File: src/rtl/booth_mult_seq.sv
// booth_mult_seq: sequential radix-2 Booth multiplier, one step per clock, valid/ready on both sides.
// Optional feature: define BOOTH_SIGNED_SEL_EN to add i_is_signed (per-operation signed/unsigned select).
module booth_mult_seq #(
    parameter int WIDTH = 8
) (
    input  logic               i_clk,
    input  logic               i_rst_n,
    input  logic               i_in_valid,
    output logic               o_in_ready,
    input  logic [WIDTH-1:0]   i_multiplicand,
    input  logic [WIDTH-1:0]   i_multiplier,
`ifdef BOOTH_SIGNED_SEL_EN
    input  logic               i_is_signed,
`endif
    output logic               o_out_valid,
    input  logic               i_out_ready,
    output logic [2*WIDTH-1:0] o_product,
    output logic               o_busy
);
    // One guard bit above the operand width keeps A from overflowing, even for min x min.
    localparam int N  = WIDTH + 1;
    localparam int CW = $clog2(N);

    typedef enum logic [1:0] {IDLE, CALC, DONE} state_t;

    state_t             r_state, w_state_nxt;
    logic [N-1:0]       r_a, r_q, r_m;
    logic               r_q1;
    logic [CW-1:0]      r_cnt;
    logic [2*WIDTH-1:0] r_product;
    logic               w_accept, w_last, w_sext;
    logic [N-1:0]       w_sum, w_a_nxt, w_q_nxt;

`ifdef BOOTH_SIGNED_SEL_EN
    assign w_sext = i_is_signed;
`else
    assign w_sext = 1'b1;
`endif

    assign w_accept  = i_in_valid && o_in_ready;
    assign w_last    = r_cnt == CW'(N - 1);
    assign o_product = r_product;

    // Booth recode of {Q[0],Q_1}: add M, subtract M, or keep A; then arithmetic shift of {A,Q,Q_1}.
    always_comb begin
        w_sum   = ({r_q[0], r_q1} == 2'b01) ? r_a + r_m :
                  ({r_q[0], r_q1} == 2'b10) ? r_a - r_m : r_a;
        w_a_nxt = {w_sum[N-1], w_sum[N-1:1]};
        w_q_nxt = {w_sum[0], r_q[N-1:1]};
    end

    // Next-state and handshake outputs; in_ready is held low while reset is asserted.
    always_comb begin
        w_state_nxt = IDLE;
        o_in_ready  = (r_state == IDLE) && i_rst_n;
        o_out_valid = r_state == DONE;
        o_busy      = r_state != IDLE;
        case (r_state)
            IDLE:    w_state_nxt = w_accept ? CALC : IDLE;
            CALC:    w_state_nxt = w_last ? DONE : CALC;
            DONE:    w_state_nxt = i_out_ready ? IDLE : DONE;
            default: w_state_nxt = IDLE;
        endcase
    end

    // State register.
    always_ff @(posedge i_clk) begin
        if (!i_rst_n) r_state <= IDLE;
        else          r_state <= w_state_nxt;
    end

    // Operand load on accept, one Booth step per CALC cycle, product captured on the last step.
    always_ff @(posedge i_clk) begin
        if (!i_rst_n) begin
            r_a       <= '0;
            r_q       <= '0;
            r_m       <= '0;
            r_q1      <= 1'b0;
            r_cnt     <= '0;
            r_product <= '0;
        end else if (w_accept) begin
            r_a   <= '0;
            r_m   <= {w_sext & i_multiplicand[WIDTH-1], i_multiplicand};
            r_q   <= {w_sext & i_multiplier[WIDTH-1], i_multiplier};
            r_q1  <= 1'b0;
            r_cnt <= '0;
        end else if (r_state == CALC) begin
            r_a   <= w_a_nxt;
            r_q   <= w_q_nxt;
            r_q1  <= r_q[0];
            r_cnt <= r_cnt + 1'b1;
            if (w_last) r_product <= {w_a_nxt[WIDTH-2:0], w_q_nxt};
        end
    end
endmodule

File: config.mk
export PLATFORM = sky130hd
export DESIGN_NAME = booth_mult_seq
export DESIGN_NICKNAME = d
export VERILOG_FILES = /design/src/rtl/booth_mult_seq.sv
export SDC_FILE = /design/constraint.sdc
export NUM_CORES = 1
export LEC_CHECK = 0
export CAP_MARGIN = 20
export CORE_AREA = 4 4 86 88
export DETAILED_ROUTE_END_ITERATION = 10
export DIE_AREA = 0 0 90 92
export PLACE_DENSITY = 0.77
export SYNTH_ARGS = -nofsm -noshare
export SYNTH_HDL_FRONTEND = slang
export SYNTH_SLANG_ARGS = --single-unit
File: constraint.sdc
create_clock -name i_clk -period 2.08 [get_ports i_clk]
set_input_delay 0.208 -clock i_clk [delete_from_list [all_inputs] [get_ports i_clk]]
set_output_delay 0.208 -clock i_clk [all_outputs]
set_load 0.03 [all_outputs]
Word-level counts from Yosys, hierarchy flattened
Cells that the tools add are included.

Logic and storage cells: 32. Flip-flop bits (word level): 48. Bits of input ports: 20. Output and inout port bits: 19.

Bitwise operators: 2. Mux-type cells: 8. Eq/ne operators: 5. $add $sub $neg: 3. Reductions and logical operators: 7.

Operators by type and width (number): 2-to-1 mux 9 bit (4); adder 8 x 8 -> 9 bit (1); subtractor 8 x 8 -> 9 bit (1); case mux 2 bit (3 select lines) (1); adder 4 x 1 -> 4 bit, second input constant (1); == test 2 x 1 -> 1 bit, second input constant (2); == test 2 bit, second input constant (2); == test 4 bit, second input constant (1); 2-to-1 mux 2 bit (2); nonzero test 2 bit (2); AND reduction 3 bit (1); logical AND 1 bit (2); logical NOT 2 bit (1); NOT 1 bit (2); OR reduction 2 bit (1); 2-to-1 mux 1 bit (1).

Logic depth before layout (Yosys ltp)
Gate-level depths: netlist of run 1.

Word-level depth: 5. Depth in mapped cells: 10. Mapped depth without buffers: 10.

Least setup slack after synthesis of run 1
No wires, ideal clock.

Path type: register -> register. Start point: register r_m[5]. End point: register r_a[6]. Buffers on the path: 1. Clock period less this slack: 2.032 ns. Stages on the path, launching flop included: 9. Required time: 2.001 ns. Setup time: 0.079 ns. Arrival: 1.953 ns. Slack: 0.048 ns. Cell sequence: dfxtp_1 inv_1 ha_1 clkbuf_1 or4b_1 a21oi_2 a211oi_1 o221a_1 a211oi_2.

Longest elaborated chain between the ends: 3. Elaborated cells on any way between the ends: 4. Classes of those cells: add/sub (2); mux (2).

Ends and longest elaborated chain: start: declaration (RTL line 27) `logic [N-1:0] r_a, r_q, r_m;`; start signal: assignment (RTL line 83) `r_m <= {w_sext & i_multiplicand[WIDTH-1], i_multiplicand};`; subtractor 8 x 8 -> 9 bit (RTL line 47) `({r_q[0], r_q1} == 2'b10) ? r_a - r_m : r_a;`; 2-to-1 mux 9 bit (RTL line 47); 2-to-1 mux 9 bit (*) (RTL line 46) `w_sum = ({r_q[0], r_q1} == 2'b01) ? r_a + r_m :`; end signal: assignment (RTL line 88) `r_a <= w_a_nxt;`; end: declaration (RTL line 27).

Mark *: on every way between the ends. The rest lies on a longest branch, timed or not. A chain may end at the register's enable or synchronous reset.

Worst setup path in the final report of run 1
Start point: register r_m[4]. End point: register r_a[5].

The elaborated chain is that of the path after synthesis.

==> results.md, run 1 <==
* CP required at 2.29 ns
* Routed WL per cell at 15.2 um
* Pwr Density at 588 mW/mm2
* Final HPWL DP at 5210 um
* Worst Setup SP: r_m[4]
* Worst vdd ir at 0.000420 V
* Switching pwr at 609 uW
* DR iter-0 viols at 302
* Crit start category: register
* Top-Level Pins at 39
* WHS at 0.450 ns
* Reg2Reg Launch Point: r_m[4]
* Antenna cells at 0
* Clock Skew at 0.0101 ns
* Fmax at 499 MHz
* Crit path max fanout at 6
* Antenna Nets Post-Route at 0
* Total GRT Usage at 0.178
* Nets at 448
* Max Root-Sink Buffers at 2
* Hold/Removal Path Class: in -> reg
* Via/cell ratio at 5.40
* DR DRC count at 0
* Ys flop type: dfxtp_1
* CORE AREA at 0.00664 mm2
* Setup Viol. Count Final at 0
* Final Hold Violating Endpoints at 0
* Area growth syn-to-layout at 38.5%
* Tmin final at 2.00 ns
* Worst EP arrival at 2.22 ns
* Clock network fraction of design power at 0.335
* Flop pwr share at 0.447
* Pre-antenna DRT Iters at 5
* Largest net degree at the start of global routing at 28
* Routed WL at 7400 um
* Share of layout cells above drive strength 1 at 0.221
* Max-slew violations at 0
* R2r setup slk at 0.08 ns
* Die height at 92 um
* Critical path class: reg -> reg
* H-Tree Depth at 2
* First-pass GRT wire length at 12400 um
* Post-Syn Instances at 342
* R2r worst-path depth at 9
* Cell-internal power at 1580 uW
* Clock root buffer: clkbuf_8
* Synth warn at 0
* Mapped cell area at 0.00268 mm2
* IO buf count at 38
* Relative slew slack at 0.515
* Grt total ovfl at 0
* Max cap viols at 0
* Antenna violations before repair at 0
* CTS tree: built
* Tcrit/Tclk final at 0.963
* Synthesized area per cell at 7.84 um2
* Die X at 90 um
* Post-CTS Hold Buffers at 0
* Async SR Flop Fraction at 0
* Net Count, Synth at 384
* Clock Pin Slew Worst Setup and Hold Paths at 0.10 ns
* Sequential element share of the synthesized area at 0.358
* CTS Buf Count at 5
* Overall power at 2180 uW
* Status: completed
* Commonest non-fill, non-tap cells in the layout: nand2_1 (66), a21oi_1 (45), dfxtp_1 (39)
* Die area at 0.00828 mm2
* Initial core utilization at 0.404
* Crit end category: register
* Worst R2R End: r_a[5]
* Clk sinks at 48
* Distinct cells, synth at 51
* Net Sw Frac at 0.279
* Post-synth EDFFs at 0
* Via Count at 2631
* Critical Path Sink: r_a[5]
* Worst-Skew Late Latency at 0.30 ns
* #FFs+latches synth at 48
* Comb power frac at 0.219
* FP Rows at 30
* Vias in the first global route at 2607
* GP Congestion at 0.875
* Slew @ Worst Pin at 0.728 ns
* Pleak at 0.00142 uW
* Most common cell after layout, fill and taps aside: nand2_1
[worst min-delay path by stage]
stage | from | to | slack, ns | cells after the start
final | i_multiplicand[1] | r_m[1] | 0.45 | 3
after global routing | i_multiplicand[2] | r_m[2] | 0.46 | 3
after CTS | i_multiplicand[1] | r_m[1] | 0.45 | 3
after detailed placement | o_product[4] | o_product[4] | 0.45 | 2
after global placement | o_product[7] | o_product[7] | 0.44 | 2
after floorplan | i_multiplicand[1] | r_m[1] | 0.32 | 2
[registers in the layout (all words and copies together) (netlist names)]
register   count
r_a            8
r_q            9
r_m            8
o_product     16
r_cnt          4
r_q1           1
r_state        2
[power by group through the flow]
| stage | combinational [uW] | clock [uW] | sequential, uW |
|---|---|---|---|
| finish | 478 | 731 | 976 |
| global route | 520 | 782 | 981 |
| CTS | 428 | 740 | 972 |
| detailed placement | 400 | 0 | 991 |
| global placement | 391 | 0 | 990 |
| floorplan | 237 | 0 | 988 |
[kinds of logic (layout without fill, tap and decap cells)]
kind of cell | Yosys count | count (layout) | synth area share
mux | 3 | 3 | 0.0112
fa+ha+maj | 22 | 22 | 0.108
compound gates | 107 | 107 | 0.256
simple gates | 118 | 118 | 0.196
buf+inv | 40 | 105 | 0.0569
xor+xnor | 4 | 4 | 0.0131
flops | 48 | 48 | 0.358
[layout make-up]
class,instances,area [um2]
Fill cell,592,2930
Multi-Input combinational cell,254,1770
Sequential cell,48,977
Timing Repair Buffer,75,658
Tap cell,80,100
Clock buffer,6,82.6
Inverter,22,82.6
Clock inverter,2,38.8
[metrics by stage]
stage	instance area, um2	util	setup WS [ns]	setup TNS, ns	instances
final	3710	0.559	0.0772	0	487
after global routing	3710	0.559	-0.00663	-0.00663	487
after CTS	3540	0.533	-0.0234	-0.0372	485
after detailed placement	3340	0.503	-0.120	-0.457	475
after global placement	3340	0.503	-0.0561	-0.0945	475
after floorplan	2680	-	0.0475	0	342
[layer usage]
metal | track usage | routed length (um)
met2 | 0.312 | 3650
met1 | 0.228 | 3300
met4 | 0.0344 | 68
met5 | 0 | 0
met3 | 0.0369 | 390
[synth_stat cells (2+ instances only)]
cell / number / area (um2)
a2111oi_0: 2 / 17.5
a211oi_1: 6 / 45.0
a21o_1: 5 / 37.5
a21oi_1: 46 / 230
a221oi_1: 2 / 17.5
a22oi_1: 5 / 37.5
a31oi_1: 4 / 25.0
and2_1: 2 / 12.5
and3_1: 3 / 18.8
buf_1: 4 / 15.0
buf_2: 2 / 10.0
clkbuf_1: 12 / 45.0
dfxtp_1: 48 / 961
fa_1: 2 / 40.0
ha_1: 20 / 250
inv_1: 22 / 82.6
mux2i_1: 3 / 30.0
nand2_1: 66 / 248
nand2b_1: 6 / 37.5
nor2_1: 23 / 86.3
nor2b_1: 4 / 25.0
nor3_1: 2 / 10.0
nor3b_1: 2 / 15.0
o2111ai_1: 2 / 17.5
o211a_1: 2 / 20.0
o211ai_1: 2 / 15.0
o21ai_0: 12 / 60.1
o31ai_1: 7 / 52.6
or3_1: 2 / 12.5
xnor2_1: 2 / 17.5
xor2_1: 2 / 17.5
[timing repair]
item                                    4_1_cts  5_1_grt
cloned                                        0        0
setup buffers                                 2        3
pin swaps                                     7       17
gates resized for setup                      13       36
endpoints found under the setup margin        7        9
[worst max-delay path, stage by stage, from the launching register on]
cell      delay [ns]
dfxtp_2         0.34
inv_1           0.07
ha_4            0.31
a21o_1          0.16
a21o_1          0.16
buf_4           0.12
a41oi_2         0.04
o32a_1          0.38
and3_4          0.17
a211oi_2        0.16
(Power assumes the default switching activity.)
==> run 2, diff against run 1 <==
--- a/config.mk
+++ b/config.mk
@@ -9,7 +9,8 @@
 export CORE_AREA = 4 4 86 88
 export DETAILED_ROUTE_END_ITERATION = 10
 export DIE_AREA = 0 0 90 92
-export PLACE_DENSITY = 0.77
+export DONT_BUFFER_PORTS = 1
+export PLACE_DENSITY = 0.69
 export SYNTH_ARGS = -nofsm -noshare
 export SYNTH_HDL_FRONTEND = slang
 export SYNTH_SLANG_ARGS = --single-unit
==> results.md, run 2 (synthesis gave the netlist of run 1 again) <==
* Pwr Density at 618 mW/mm2 (was 588 mW/mm2)
* Worst vdd ir at 0.000500 V (was 0.000420 V)
* Grt total ovfl at 0 (unchanged)
* Initial core utilization at 0.404 (unchanged)
* H-Tree Depth at 2 (unchanged)
* Vias in the first global route at 2359 (was 2607)
* IO buf count at 0 (was 38)
* Critical path class: reg -> reg (unchanged)
* Area of the multi-input gates at 0.00175 mm2 (was 0.00177 mm2)
* Tmin final at 2.02 ns (was 2.00 ns)
* Crit start category: register (unchanged)
* Die X at 90 um (unchanged)
* DR iter-0 viols at 153 (was 302)
* Final Hold Violating Endpoints at 0 (unchanged)
* Total GRT Usage at 0.164 (was 0.178)
* Antenna cells at 0 (unchanged)
* Final HPWL DP at 5020 um (was 5210 um)
* Area growth syn-to-layout at 22.1% (was 38.5%)
* Via Count at 2489 (was 2631)
* Clock Skew at 0.00969 ns (was 0.0101 ns)
* Crit path max fanout at 7 (was 6)
* Finished Cell Area at 0.00327 mm2 (was 0.00371 mm2)
* Nets at 408 (was 448)
* Status: completed (unchanged)
* DR DRC count at 0 (unchanged)
* Slew @ Worst Pin at 0.667 ns (was 0.728 ns)
* WHS at 0.000950 ns (was 0.450 ns)
* Overall power at 2020 uW (was 2180 uW)
* Worst EP arrival at 2.19 ns (was 2.22 ns)
* Setup Viol. Count Final at 0 (unchanged)
* Worst Setup SP: r_m[4] (unchanged)
* Relative slew slack at 0.554 (was 0.515)
* CTS tree: built (unchanged)
* Reg2Reg Launch Point: r_m[4] (unchanged)
* Worst-Skew Late Latency at 0.31 ns (was 0.30 ns)
* Commonest non-fill, non-tap cells in the layout: nand2_1 (66), a21oi_1 (44), dfxtp_1 (39) (was nand2_1 (66), a21oi_1 (45), dfxtp_1 (39))
* Max cap viols at 0 (unchanged)
* Top-Level Pins at 39 (unchanged)
* Pleak at 0.00126 uW (was 0.00142 uW)
* FP Rows at 30 (unchanged)
* Die area at 0.00828 mm2 (unchanged)
* Pre-antenna DRT Iters at 4 (was 5)
* Antenna violations before repair at 0 (unchanged)
* Most common cell after layout, fill and taps aside: nand2_1 (unchanged)
* GP Congestion at 0.909 (was 0.875)
* Die height at 92 um (unchanged)
* Max FFs per register at 16 (unchanged)
* Clock root buffer: clkbuf_8 (unchanged)
* CORE AREA at 0.00664 mm2 (unchanged)
* Hold_sp: i_multiplicand[4] (was i_multiplicand[1])
* Cell Area, Placed at 0.00295 mm2 (was 0.00334 mm2)
* First-pass GRT wire length at 11300 um (was 12400 um)
* Tcrit/Tclk final at 0.974 (was 0.963)
* Antenna Nets Post-Route at 0 (unchanged)
* Hold/Removal Path Class: in -> reg (unchanged)
* Via/cell ratio at 5.57 (was 5.40)
* Unrepaired setup endpoints after global routing: yes
* Largest net degree at the start of global routing at 28 (unchanged)
* Fill count at 589 (was 592)
* Fmax at 494 MHz (was 499 MHz)
* Routed WL at 7050 um (was 7400 um)
* Clk sinks at 48 (unchanged)
* Clock Pin Slew Worst Setup and Hold Paths at 0.10 ns (about the same)
* Crit end category: register (unchanged)
* CP required at 2.24 ns (was 2.29 ns)
* Max-slew violations at 0 (unchanged)
* Routed WL per cell at 15.8 um (was 15.2 um)
* CTS Buf Count at 5 (unchanged)
* Post-CTS Hold Buffers at 0 (unchanged)
* Max Root-Sink Buffers at 2 (unchanged)
* Reg area at 975 um2 (was 977 um2)
* Share of layout cells above drive strength 1 at 0.232 (was 0.221)
## run 2: cell type report
cell class	instances	area share
clock buffers	6	0.0252
clock inverters	2	0.00535
inverters	22	0.0252
flip-flops and latches	48	0.298
multi-input cells	254	0.536
well taps	80	0.0306
repair buffers	35	0.0802
## run 2: per-layer routing
layer / wire length (um) / global-route usage
met1: 3160 / 0.215
met2: 3420 / 0.273
met3: 395 / 0.0353
met4: 70 / 0.0446
met5: 0 / 0
## run 2: repair_timing
item	CTS	global route
setup endpoints to repair	9	8
gates resized for setup	10	34
setup buffers	0	4
pin swaps	2	13
## run 2: worst max-delay path: stages (launching register included)
cell and delay, ns:
dfxtp_2 0.36, inv_1 0.07, ha_4 0.25, nor2_1 0.12
o211ai_1 0.14, a311o_1 0.42, a211oi_2 0.18, o221a_1 0.25
a21oi_1 0.08
## run 2: final timing paths
path / slack, ns / endpoint / depth (start not counted)
worst max-delay path: 0.06 / o_product[15] / 8
worst min-delay path: 0.001 / r_m[4] / 2
worst max register to register: 0.06 / o_product[15] / 8
worst min register to register: 0.48 / o_product[2] / 2
## run 2: report_power, final
group	leakage (uW)	internal (uW)	total [uW]	switching, uW
logic	0.000817	192	425	233
clock network	0.0000522	279	622	343
registers	0.000394	948	977	28.3
total	0.00126	1420	2020	604
## run 2: through the flow
| stage | utilization | TNS [ns] | instances | worst slack, ns |
|---|---|---|---|---|
| CTS | 0.466 | 0 | 443 | 0.0116 |
| global route | 0.493 | -0.102 | 447 | -0.0404 |
| detailed placement | 0.444 | -0.250 | 435 | -0.0428 |
| floorplan | - | 0 | 342 | 0.0475 |
| finish | 0.493 | 0 | 447 | 0.0551 |
| global placement | 0.444 | -0.0424 | 435 | -0.0132 |
